<file path="config.mk">
export PLATFORM = sky130hd
export DESIGN_NAME = instruction_fetch_unit
export DESIGN_NICKNAME = d
export VERILOG_FILES = /design/src/rtl/instruction_fetch_unit.sv
export SDC_FILE = /design/constraint.sdc
export NUM_CORES = 1
export LEC_CHECK = 0
export ABC_AREA = 1
export BUFFER_PORTS_ARGS = -buffer_cell sky130_fd_sc_hd__clkbuf_2
export CAP_MARGIN = 10
export CELL_PAD_IN_SITES_DETAIL_PLACEMENT = 0
export CELL_PAD_IN_SITES_GLOBAL_PLACEMENT = 1
export CORE_MARGIN = 1
export CORE_UTILIZATION = 30
export CTS_CLUSTER_DIAMETER = 150
export DETAILED_ROUTE_END_ITERATION = 10
export PLACE_DENSITY_LB_ADDON = 0.1
export SLEW_MARGIN = 5
export SYNTH_ARGS = -nofsm -noshare
export SYNTH_HDL_FRONTEND = slang
export SYNTH_SLANG_ARGS = --single-unit
</file>
<file path="constraint.sdc">
create_clock -name clk -period 4.6 [get_ports clk]
set_input_delay 0.46 -clock clk [delete_from_list [all_inputs] [get_ports clk]]
set_output_delay 0.46 -clock clk [all_outputs]
set_load 0.05 [all_outputs]
</file>
<file path="src/rtl/instruction_fetch_unit.sv">
// Instruction fetch unit: owns the PC, fetches one word per cycle from
// instruction memory and queues {PC, instruction} pairs in a small in-order
// buffer that decode drains over a valid/ready handshake. A redirect flushes
// everything that was fetched but not yet consumed.
module instruction_fetch_unit #(
  parameter logic [63:0] RESET_PC   = 64'h0,
  parameter int          FIFO_DEPTH = 2
) (
  input  logic                          clk,
  input  logic                          reset,
  output logic [61:0]                   Inst_Address,
  input  logic [31:0]                   Instruction,
  input  logic                          Redirect_Valid,
  input  logic [63:0]                   Redirect_PC,
  output logic                          Fetch_Valid,
  input  logic                          Fetch_Ready,
  output logic [31:0]                   Fetch_Instruction,
  output logic [63:0]                   Fetch_PC,
  output logic [$clog2(FIFO_DEPTH):0]   Buffer_Count,
  output logic                          Redirect_Misaligned
);

  localparam int PW = $clog2(FIFO_DEPTH);
  localparam logic [PW:0] DEPTH = (PW + 1)'(FIFO_DEPTH);

  logic [63:0]   pc;
  logic [31:0]   buf_inst [FIFO_DEPTH];
  logic [63:0]   buf_pc   [FIFO_DEPTH];
  logic [PW-1:0] head;
  logic [PW-1:0] tail;
  logic [PW:0]   count;
  logic          misaligned;
  logic          pop;
  logic          push;

  // A full buffer can still fetch when the head leaves in the same cycle.
  assign Inst_Address        = pc[63:2];
  assign Fetch_Valid         = (count != '0);
  assign pop                 = Fetch_Valid && Fetch_Ready;
  assign push                = (count < DEPTH) || pop;
  assign Fetch_Instruction   = buf_inst[head];
  assign Fetch_PC            = buf_pc[head];
  assign Buffer_Count        = count;
  assign Redirect_Misaligned = misaligned;

  // PC, pointers and occupancy; a redirect overrides normal push/pop bookkeeping.
  always_ff @(posedge clk or negedge reset) begin
    if (!reset) begin
      pc         <= RESET_PC;
      head       <= '0;
      tail       <= '0;
      count      <= '0;
      misaligned <= 1'b0;
    end else if (Redirect_Valid) begin
      pc         <= {Redirect_PC[63:2], 2'b00};
      head       <= '0;
      tail       <= '0;
      count      <= '0;
      misaligned <= |Redirect_PC[1:0];
    end else begin
      misaligned <= 1'b0;
      if (push) begin
        tail <= tail + 1'b1;
        pc   <= pc + 64'd4;
      end
      if (pop) begin
        head <= head + 1'b1;
      end
      // pop always implies push, so occupancy only ever grows or holds here.
      if (push && !pop) begin
        count <= count + 1'b1;
      end
    end
  end

  // Buffer storage: write the fetched word and its PC at the tail.
  always_ff @(posedge clk or negedge reset) begin
    if (!reset) begin
      for (int i = 0; i < FIFO_DEPTH; i++) begin
        buf_inst[i] <= '0;
        buf_pc[i]   <= '0;
      end
    end else if (!Redirect_Valid && push) begin
      buf_inst[tail] <= Instruction;
      buf_pc[tail]   <= pc;
    end
  end

endmodule

</file>
# After elaboration in Yosys (flattened, before gate mapping)

Index checks and enable logic that the tools add are counted.

Output and inout port bits: 162
Word-level logic and storage cells: 52
Bits in registers: 261
Bits of input ports: 100

Order comparisons: 4
Add/sub/neg operators: 4
Bitwise logic cells: 2
Reduce and logical (&&, ||, !) cells: 12
Muxes and demuxes: 21

Operator list:

| operator                                                  | count |
|---|---|
| 2-to-1 mux 64 bit                                         | 6 |
| bitwise mux 128 bit                                       | 1 |
| 2-to-1 mux 32 bit                                         | 4 |
| adder 64 x 3 -> 64 bit (second input constant)            | 1 |
| bitwise mux 64 bit                                        | 1 |
| demux 64 bit (select 1 bit)                               | 1 |
| demux 32 bit (select 1 bit)                               | 1 |
| nonzero test 2 bit                                        | 4 |
| 2-to-1 mux 1 bit                                          | 5 |
| greater-or-equal comparator 2 bit (second input constant) | 2 |
| logical AND 1 bit                                         | 4 |
| 2-to-1 mux 2 bit                                          | 2 |
| inverter 1 -> 2 bit                                       | 2 |
| adder 1 bit (second input constant)                       | 2 |
| adder 2 x 1 -> 2 bit (second input constant)              | 1 |
| zero test 1 bit                                           | 2 |
| < comparator 2 x 1 -> 1 bit (second input constant)       | 1 |
| < comparator 2 bit (second input constant)                | 1 |
| OR reduction 2 bit                                        | 1 |
| logical OR 1 bit                                          | 1 |

# Logic depth before layout (Yosys ltp)

Gate-level depths: netlist (run 1).

Depth after elaboration: 6
Mapped depth: 13
Depth with buffers taken out: 11

# Worst setup path before layout (run 1)

OpenSTA, ideal clock, no wires.

Kind: register to register
From: reg count[1] (netlist: Buffer_Count[1])
To: reg buf_pc[49] (netlist name)
Stages on the path, launching flop included: 14
Setup time: 0.121 ns
Path slack: 2.276 ns
Arrival time: 2.203 ns
Clock period less this slack: 2.324 ns
Path buffers: 3
Required time: 4.479 ns
Path through: dfrtp_1 inv_1 ha_1 inv_2 nand2_2 nand2_4 inv_2 nor2_4 buf_6 nand2_4 buf_6 buf_4 nand2_1 o21ai_2

Word-level cells in the longest chain between the ends: 4
Elaborated cells between the ends (all ways): 5
Those cells by class: order compare: 1; reduce/logical: 4

RTL lines:

| element                         | RTL line | source |
|---|---|---|
| from (decl)                     | 31       | `logic [PW:0] count;` |
| from (signal assigned)          | 71       | `count <= count + 1'b1;` |
| nonzero test 2 bit              | 38       | `assign Fetch_Valid = (count != '0);` |
| net Fetch_Valid                 | 15       | `output logic Fetch_Valid,` |
| logical AND 1 bit               | 39       | `assign pop = Fetch_Valid && Fetch_Ready;` |
| logical OR 1 bit                | 40       | `assign push = (count < DEPTH) \|\| pop;` |
| logical AND 1 bit               | 83       | `end else if (!Redirect_Valid && push) begin` |
| to (signal, indexed assignment) | 85       | `buf_pc[tail] <= pc;` |
| to (decl)                       | 28       | `logic [63:0] buf_pc [FIFO_DEPTH];` |

The timed path passes the listed nets, and every way through them passes these cells.
A chain may end at the register's enable or synchronous reset.

# Worst setup path in the final report (run 1)

From: reg head
To: out Fetch_PC[45]

Word-level cells in the longest chain between the ends: 4

RTL lines:

| element                                              | RTL line | source |
|---|---|---|
| from (decl)                                          | 29       | `logic [PW-1:0] head;` |
| from (signal assigned)                               | 67       | `head <= head + 1'b1;` |
| inverter 1 -> 2 bit (not written as such)            | 42       | `assign Fetch_PC = buf_pc[head];` |
| 2-to-1 mux 64 bit (not written as such) (3 in a row) | 42       |  |
| to (decl)                                            | 18       | `output logic [63:0] Fetch_PC,` |

Every way passes these cells. The select of a mux whose other input is x is not followed.

==> results of run 1 <==
[area by class of cell]
class / count / area, sq um
Inverter: 148 / 559
Clock buffer: 53 / 998
Timing Repair Buffer: 274 / 1470
Tap cell: 585 / 732
Clock inverter: 5 / 32.5
Sequential cell: 255 / 6380
Fill cell: 4760 / 27300
Multi-Input combinational cell: 1289 / 5830
[worst paths after layout]
check / from / end
worst max-delay path: head$_DFFE_PN0P_ / Fetch_PC[45]
worst min-delay path: Redirect_PC[23] / pc[23]$_DFFE_PN0P_
worst max register to register: Buffer_Count[1]$_DFFE_PN0P_ / buf_pc[45]$_DFFE_PN0P_
worst min register to register: buf_pc[35]$_DFFE_PN0P_ / buf_pc[35]$_DFFE_PN0P_
max in group asynchronous: reset / buf_pc[98]$_DFFE_PN0P_
min in group asynchronous: reset / buf_inst[27]$_DFFE_PN0P_
[cells by family (layout without fill, tap and decap cells)]
| logic type | Yosys count | in the layout | share of synthesized area (%) |
|---|---|---|---|
| adders and majority gates | 2 | 2 | 0.189 |
| DFF | 255 | 255 | 48.2 |
| other | 1 | 2 | 0.0283 |
| xor gates and xnor gates | 19 | 19 | 1.26 |
| buffers and inverters | 233 | 480 | 7.92 |
| AOI/OAI and AO/OA | 260 | 260 | 11.1 |
| and+or+nand+nor | 1006 | 1006 | 31.3 |
[worst reg2reg max path: cells and delay by family, from the launching register on]
kind | cells | cell delay (ps)
AO/OA/AOI/OAI | 1 | 80
adder cells (fa/ha/maj) | 1 | 160
buffers and inverters | 4 | 910
flip-flops | 1 | 430
AND/OR/NAND/NOR | 5 | 1080
[synthesized netlist by cell type, types with 2 or more instances]
| master | count | area share, % |
|---|---|---|
| nor2_2 | 15 | 0.71 |
| nand4_1 | 18 | 0.85 |
| a21oi_1 | 9 | 0.34 |
| nand3_2 | 3 | 0.23 |
| nand3_1 | 73 | 2.8 |
| buf_4 | 3 | 0.17 |
| buf_6 | 18 | 1.5 |
| nand2_2 | 6 | 0.28 |
| o221ai_1 | 4 | 0.26 |
| o21ai_2 | 30 | 2.0 |
| nor2_1 | 105 | 3.0 |
| nor2_4 | 9 | 0.77 |
| a31oi_1 | 3 | 0.14 |
| dfrtp_1 | 255 | 48 |
| xor2_1 | 18 | 1.2 |
| o21ai_0 | 160 | 6.1 |
| buf_2 | 17 | 0.64 |
| nand2_4 | 5 | 0.43 |
| o211ai_1 | 10 | 0.57 |
| o21bai_1 | 3 | 0.17 |
| inv_2 | 4 | 0.11 |
| nor2_8 | 2 | 0.30 |
| inv_1 | 142 | 4.0 |
| o21ai_1 | 39 | 1.5 |
| ha_1 | 2 | 0.19 |
| nor3_1 | 6 | 0.23 |
| nand2_1 | 762 | 22 |
| clkbuf_1 | 44 | 1.2 |
| clkbuf_2 | 2 | 0.076 |
[metrics by stage]
stage,hold WS (ps),worst slack (ps)
3_5_place_dp,470,1610
6_report,93.2,1090
2_1_floorplan,164,2280
3_3_place_gp,466,1560
5_1_grt,93.7,816
4_1_cts,59.8,930
[power groups by stage]
stage               clock (mW)  sequential [mW]  combinational (mW)
floorplan                    0             4.10                3.80
global placement             0             3.87                5.49
detailed placement           0             3.88                5.55
CTS                       2.54             3.85                5.56
global route              2.62             3.98                5.99
finish                    2.45             3.84                5.48
[layer usage]
metal  global-route usage [%]  vias up  share of wire [%]
met5                        0        -                  0
met4                     5.37        0                2.0
met3                     2.91       47                4.7
met2                     34.6      279                 47
met1                     29.7     5791                 47
li1                         -     6039                  -
[state kept, by name, summed over array words and instances (netlist names)]
signal	cells
buf_pc	124
buf_inst	64
pc	62
Buffer_Count	2
Redirect_Misaligned	1
head	1
tail	1
==> impl_results.md, run 1 <==
* Outcome: finished, final reports clean
* Clk slew on worst S/H paths at 60 ps
* Routed WL per cell at between 15 and 20 um
* Slew at the pin closest to its max-slew limit at 939 ps
* Power per cell area at 736 nW/um^2
* Post-DP HPWL at between 30000 and 40000 um
* Gr usage total at approximately a fifth
* CP Depth at 5
* Tmin final at 3510 ps
* Hold Path Class: in2reg
* Worst VDD drop at 0.474 mV
* DRT Wirelength at 47300 um
* Layout Cells excl Fill at 2609
* FF-to-FF setup slack at 1830 ps
* Final setup vio count at 0
* Setup crit start kind: flip-flop
* Arr. time, crit path at 3050 ps
* Final Core Density at between 30% and 40%
* Clock power share at 20.8%
* Congestion Overflow GR at 0
* Placed insts at 2550
* H-tree Lvls at 1
* Top Ports at roughly 260
* Post_cts resized at 0
* Worst-case clock skew at 30.5 ps
* Crit path max-delay family: buffers and inverters
* Number of global-route vias before repair at 11900
* Die area at approximately 45000 sq um
* EDFF count, synth at 0
* CP cell instances: clkinv_2 -> buf_4 -> nand2_1 -> nand2_1 -> clkbuf_2
* Syn-to-layout area delta at 21.0%
* Diodes inserted at 0
* Crit-path max FO at 54
* DRT antenna net count at 0
* Crit-path most repeated cell: nand2_1
* Final instance area at 16000 sq um
* Hold_buf cts at 1
* Die H at 212 um
* Sw Ratio at ~50%
* Maxcap violations at 0
* Hold Fails Final Rpt at 0
* Combinational share of power at 46.5%
* CTS Buffer Depth at 3
* DR DRC count at 0
* Starting DRT DRC Count at 842
* Pin count of the biggest net entering global routing at 141
* Design Power at ~12 mW
* # nets final at about 2100
* Post-synthesis cell area at 13200 sq um
* Fin crit share at 76.4%
* Hold-critical path depth at 3
* GPL Wtd Cong at 0.882
* Commonest non-fill, non-tap cell in the layout: nand2_1
* Num CTS Buffers at 31
* Setup crit end kind: output port
* Mapped Cells at around 1800
* Average size of a mapped cell at approximately 7.4 sq um
* NetSw at 5.92 mW
* Total Neg Setup Slack at 0 ps
* Worst-Skew Late Latency at around 590 ps
* Buf/Inv on CP at 3
* Crit-path slowest cell: clkinv_2
* Clock sink total at 255
* Yosys warns at 0
* Internal Power at just under 6 mW
* Setup Crit Path Kind: reg2out
* Via count at 12200
* I/O Buffers at between 200 and 300
* Worst R2R Path Depth at 11
* Row cnt at 76
* Core footprint at 43300 sq um
* CP max stage delay at 820 ps
* CTS Root Buffer Type: clkbuf_16
* Leak at 8.26 nW
* Layout cell share with drive strength beyond 1 at 19.8%
* Fin. max-slew vios at 0
* DRT Pass-1 Iters at 5
* Part of the power in registers at 32.6%
* Post-synth ARST share at 100%
* Synth cell types at 38
* First-pass GRT wire length at between 70000 and 80000 um
* Critical path required time at 4140 ps
* Highest clock rate at around 280 MHz
* Postcts setup bufs at 0
* Placed instance area at about 15000 sq um
* Synth Flop Type: dfrtp_1
* Initial core utilization at 30.6%
* #FFs+latches synth at 255
* TritonCTS clock tree: yes
* Worst rel slew slack at 37.4%
* Via density at roughly 4.7
* Commonest cells after routing, fill and taps aside: 762 x nand2_1, 258 x clkbuf_2, 254 x dfrtp_1, 160 x o21ai_0, 142 x inv_1
* Initial antenna violation count at 0
* Sequential fraction of the synthesis area at 48.2%
* RSZ-0062 raised after global routing: no
* Die width at 212 um
No activity file was read; power rests on OpenSTA's default activity.
==> inputs of run 2 (changes only) <==
- ABC_AREA: 1 -> 0
- clock period: 4.6 -> 3.5 ns (I/O delays scaled with it)
==> run 2 against run 1 <==
Net effect:
- wire length down 22%
- worst hold slack got worse by 61 ps
- highest routed layer is now met5
- clock skew is 17 ps lower
- die area shrank 7.2%
- register-to-register slack worse by 1200 ps
- worst setup slack worse by 460 ps
- synthesized cell count shrank 43%
- largest cell class unchanged
- global-route usage shrank 3.4 points
- core utilization grew 1.6 points
- combinational power grew 33%
==> impl_results.md, run 2 <==
* Outcome: finished, final reports clean
* Worst R2R Path Depth at 8
* Core footprint at 40000 sq um
* Critical path required time at 3950 ps
* Max reg flops at 124
* TritonCTS clock tree: yes
* Layout Cells excl Fill at 1810
* CP Launch Point: Buffer_Count[1]$_DFFE_PN0P_
* Final setup vio count at 0
* Initial core utilization at a little under a third
* Post-synth top cells: 283 x mux2_2, 255 x dfrtp_1, 71 x nand2_1
* Tmin final at 2870 ps
* Worst-Skew Late Latency at 530 ps
* Initial antenna violation count at 3
* Yosys warns at 0
* Number of global-route vias before repair at 9317
* Final instance area at 15400 sq um
* CP cell instances: inv_2 -> ha_1 -> nor2b_1 -> buf_4 -> o2111ai_4 -> or3_1 -> or4_1 -> a31oi_1
* Worst-case clock skew at 13.9 ps
* Mapped Cells at around 1000
* RSZ-0062 raised after global routing: no
* Clock power share at between 20 and 25%
* Clk slew on worst S/H paths at 60 ps
* Post_cts resized at 0
* Gr usage total at 17.9%
* Commonest cells after routing, fill and taps aside: 283 x mux2_2, 257 x clkbuf_2, 254 x dfrtp_1, 71 x nand2_1, 37 x clkbuf_16
* Maxcap violations at 0
* Hold Path Class: in2reg
* M1 WL at roughly 18000 um
* Synth Flop Type: dfrtp_1
* Hold Fails Final Rpt at 0
* Placed instance area at 14200 sq um
* NetSw at 6.78 mW
* Arr. time, crit path at 3320 ps
* Total Neg Setup Slack at 0 ps
* Top Registers: buf_pc x124, buf_inst x64, pc x62
* Internal Power at slightly below 9 mW
* Die area at 41700 sq um
* H-tree Lvls at 2
* Top post-synthesis cells by area: dfrtp_1 52%, mux2_2 26%, nand2_1 2.2%
* Die H at ~200 um
* Final Core Density at about two fifths
* EDFF count, synth at 0
* Via density at around 5.0
* Post-synth ARST share at between 90% and 100%
* CTS Root Buffer Type: clkbuf_16
* CP max stage delay at 700 ps
* Highest routed layer: met5
* Average size of a mapped cell at 12.2 sq um
* Layout cell share with drive strength beyond 1 at approximately half
* Postcts setup bufs at 0
* Placed insts at about 1700
* Synth top area share at 52.0%
* # fillers at 4016
* Post-DP HPWL at around 25000 um
* DR DRC count at 0
* Pin count of the biggest net entering global routing at 82
* Setup crit start kind: flip-flop
* Largest area contributor in the netlist: dfrtp_1
* Via count at 8988
* DRT Wirelength at around 37000 um
* Routed WL per cell at slightly above 20 um
* Count leader, synth: mux2_2
* CTS Buffer Depth at 3
* DRT Pass-1 Iters at 4
* Hold-critical path depth at 3
* Part of the power in registers at approximately 31%
* Sequential fraction of the synthesis area at ~52%
* Setup Crit Path Kind: reg2reg
* Met3 WL at 1960 um
* #FFs+latches synth at 255
* Fin. max-slew vios at 0
* Post-synthesis cell area at roughly 12000 sq um
* I/O Buffers at 259
* Highest clock rate at 348 MHz
* Row cnt at 73
* Crit-path slowest cell: or3_1
* Setup crit end kind: flip-flop
* Slew at the pin closest to its max-slew limit at 747 ps
* Sw Ratio at ~43%
* WL met2 at 16400 um
* Top Ports at 262
* Starting DRT DRC Count at 373
* Leak at 6.59 nW
* Worst hold start: Redirect_PC[26]
* DRT antenna net count at 0
* # nets final at between 1000 and 1500
* Worst VDD drop at 0.560 mV
* Clock sink total at 255
* Die width at 204 um
* Commonest non-fill, non-tap cell in the layout: mux2_2
* Combinational share of power at a little under half
* Fin crit share at 82.0%
* GPL Wtd Cong at 0.741
* Synth cell types at 48
* Worst rel slew slack at about 50%
* First-pass GRT wire length at 57200 um
* Power per cell area at 1010 nW/um^2
* Final hold slack at 32.6 ps
* Largest Register: buf_pc
* Crit-path max FO at 18
* Syn-to-layout area delta at 25.8%
* Num CTS Buffers at 34
* R2R Path Start: Buffer_Count[1]$_DFFE_PN0P_
* Congestion Overflow GR at 0
[run 2: cell count changes after synthesis, sizes merged, moves of 16 or more]
cell	delta
o21ai	-194
nand2	-702
and3	+16
nor4	+16
mux2	+283
nor2	-105
nand3	-48
xnor2	+16
inv	-139
[run 2: cell type report]
type | instances | area (sq um) | area share (%)
inverters | 8 | 30.0 | 0.195
multi-input cells | 672 | 5570 | 36.1
diodes | 2 | 5.00 | 0.0325
repair buffers | 290 | 1660 | 10.8
well taps | 525 | 657 | 4.26
clock buffers | 54 | 1070 | 6.94
flip-flops and latches | 255 | 6380 | 41.4
clock inverters | 4 | 48.8 | 0.316
[run 2: worst paths after layout]
| kind | end | slack, ps |
|---|---|---|
| max | pc[46]$_DFFE_PN0P_ | 630 |
| min | pc[26]$_DFFE_PN0P_ | 30 |
| max reg2reg | pc[46]$_DFFE_PN0P_ | 630 |
| min reg2reg | buf_inst[46]$_DFFE_PN0P_ | 500 |
| max in group asynchronous | buf_inst[56]$_DFFE_PN0P_ | 2140 |
| min in group asynchronous | buf_pc[100]$_DFFE_PN0P_ | 410 |
[run 2: worst max-delay path: cells and delay by family (launching register included)]
kind,cells,cell delay [ps]
buf+inv,2,330
compound gates,2,340
simple gates,3,1370
flops,1,500
fa+ha+maj,1,230
[run 2: power groups by stage]
stage | Sequential (mW) | Clock (mW) | Combinational [mW]
global placement | 4.91 | 0 | 7.32
finish | 4.89 | 3.48 | 7.28
detailed placement | 4.95 | 0 | 7.37
CTS | 4.90 | 3.63 | 7.40
floorplan | 4.93 | 0 | 5.61
global route | 5.09 | 3.73 | 7.70
[run 2: repair_timing]
action                     in CTS  in global routing
hold buffers                   13                  0
hold endpoints to repair       89                  0
setup endpoints to repair       0                  0
[run 2: cell families (layout without fill, tap and decap cells)]
| logic type | Yosys count | in the layout | synth area share [%] |
|---|---|---|---|
| other | 1 | 4 | 0.0306 |
| flip-flops | 255 | 255 | 52.0 |
| buffers and inverters | 78 | 356 | 2.68 |
| multiplexers | 289 | 289 | 26.5 |
| XOR/XNOR | 30 | 30 | 2.14 |
| AND/OR/NAND/NOR | 259 | 259 | 11.4 |
| AO/OA/AOI/OAI | 90 | 90 | 4.99 |
| adder cells (fa/ha/maj) | 2 | 2 | 0.204 |
[run 2: per-layer routing]
| metal | GRT usage, % | vias to the layer above |
|---|---|---|
| met1 | 25.2 | 4539 |
| met3 | 4.23 | 40 |
| met5 | 0 | - |
| li1 | - | 4215 |
| met2 | 27.0 | 192 |
| met4 | 5.62 | 2 |
[run 2: stage by stage]
| stage | power (mW) | setup slack (ps) |
|---|---|---|
| after floorplan | 10.5 | 585 |
| after global placement | 12.2 | 723 |
| after detailed placement | 12.3 | 624 |
| after CTS | 15.9 | 615 |
| after global routing | 16.5 | 423 |
| final | 15.6 | 629 |
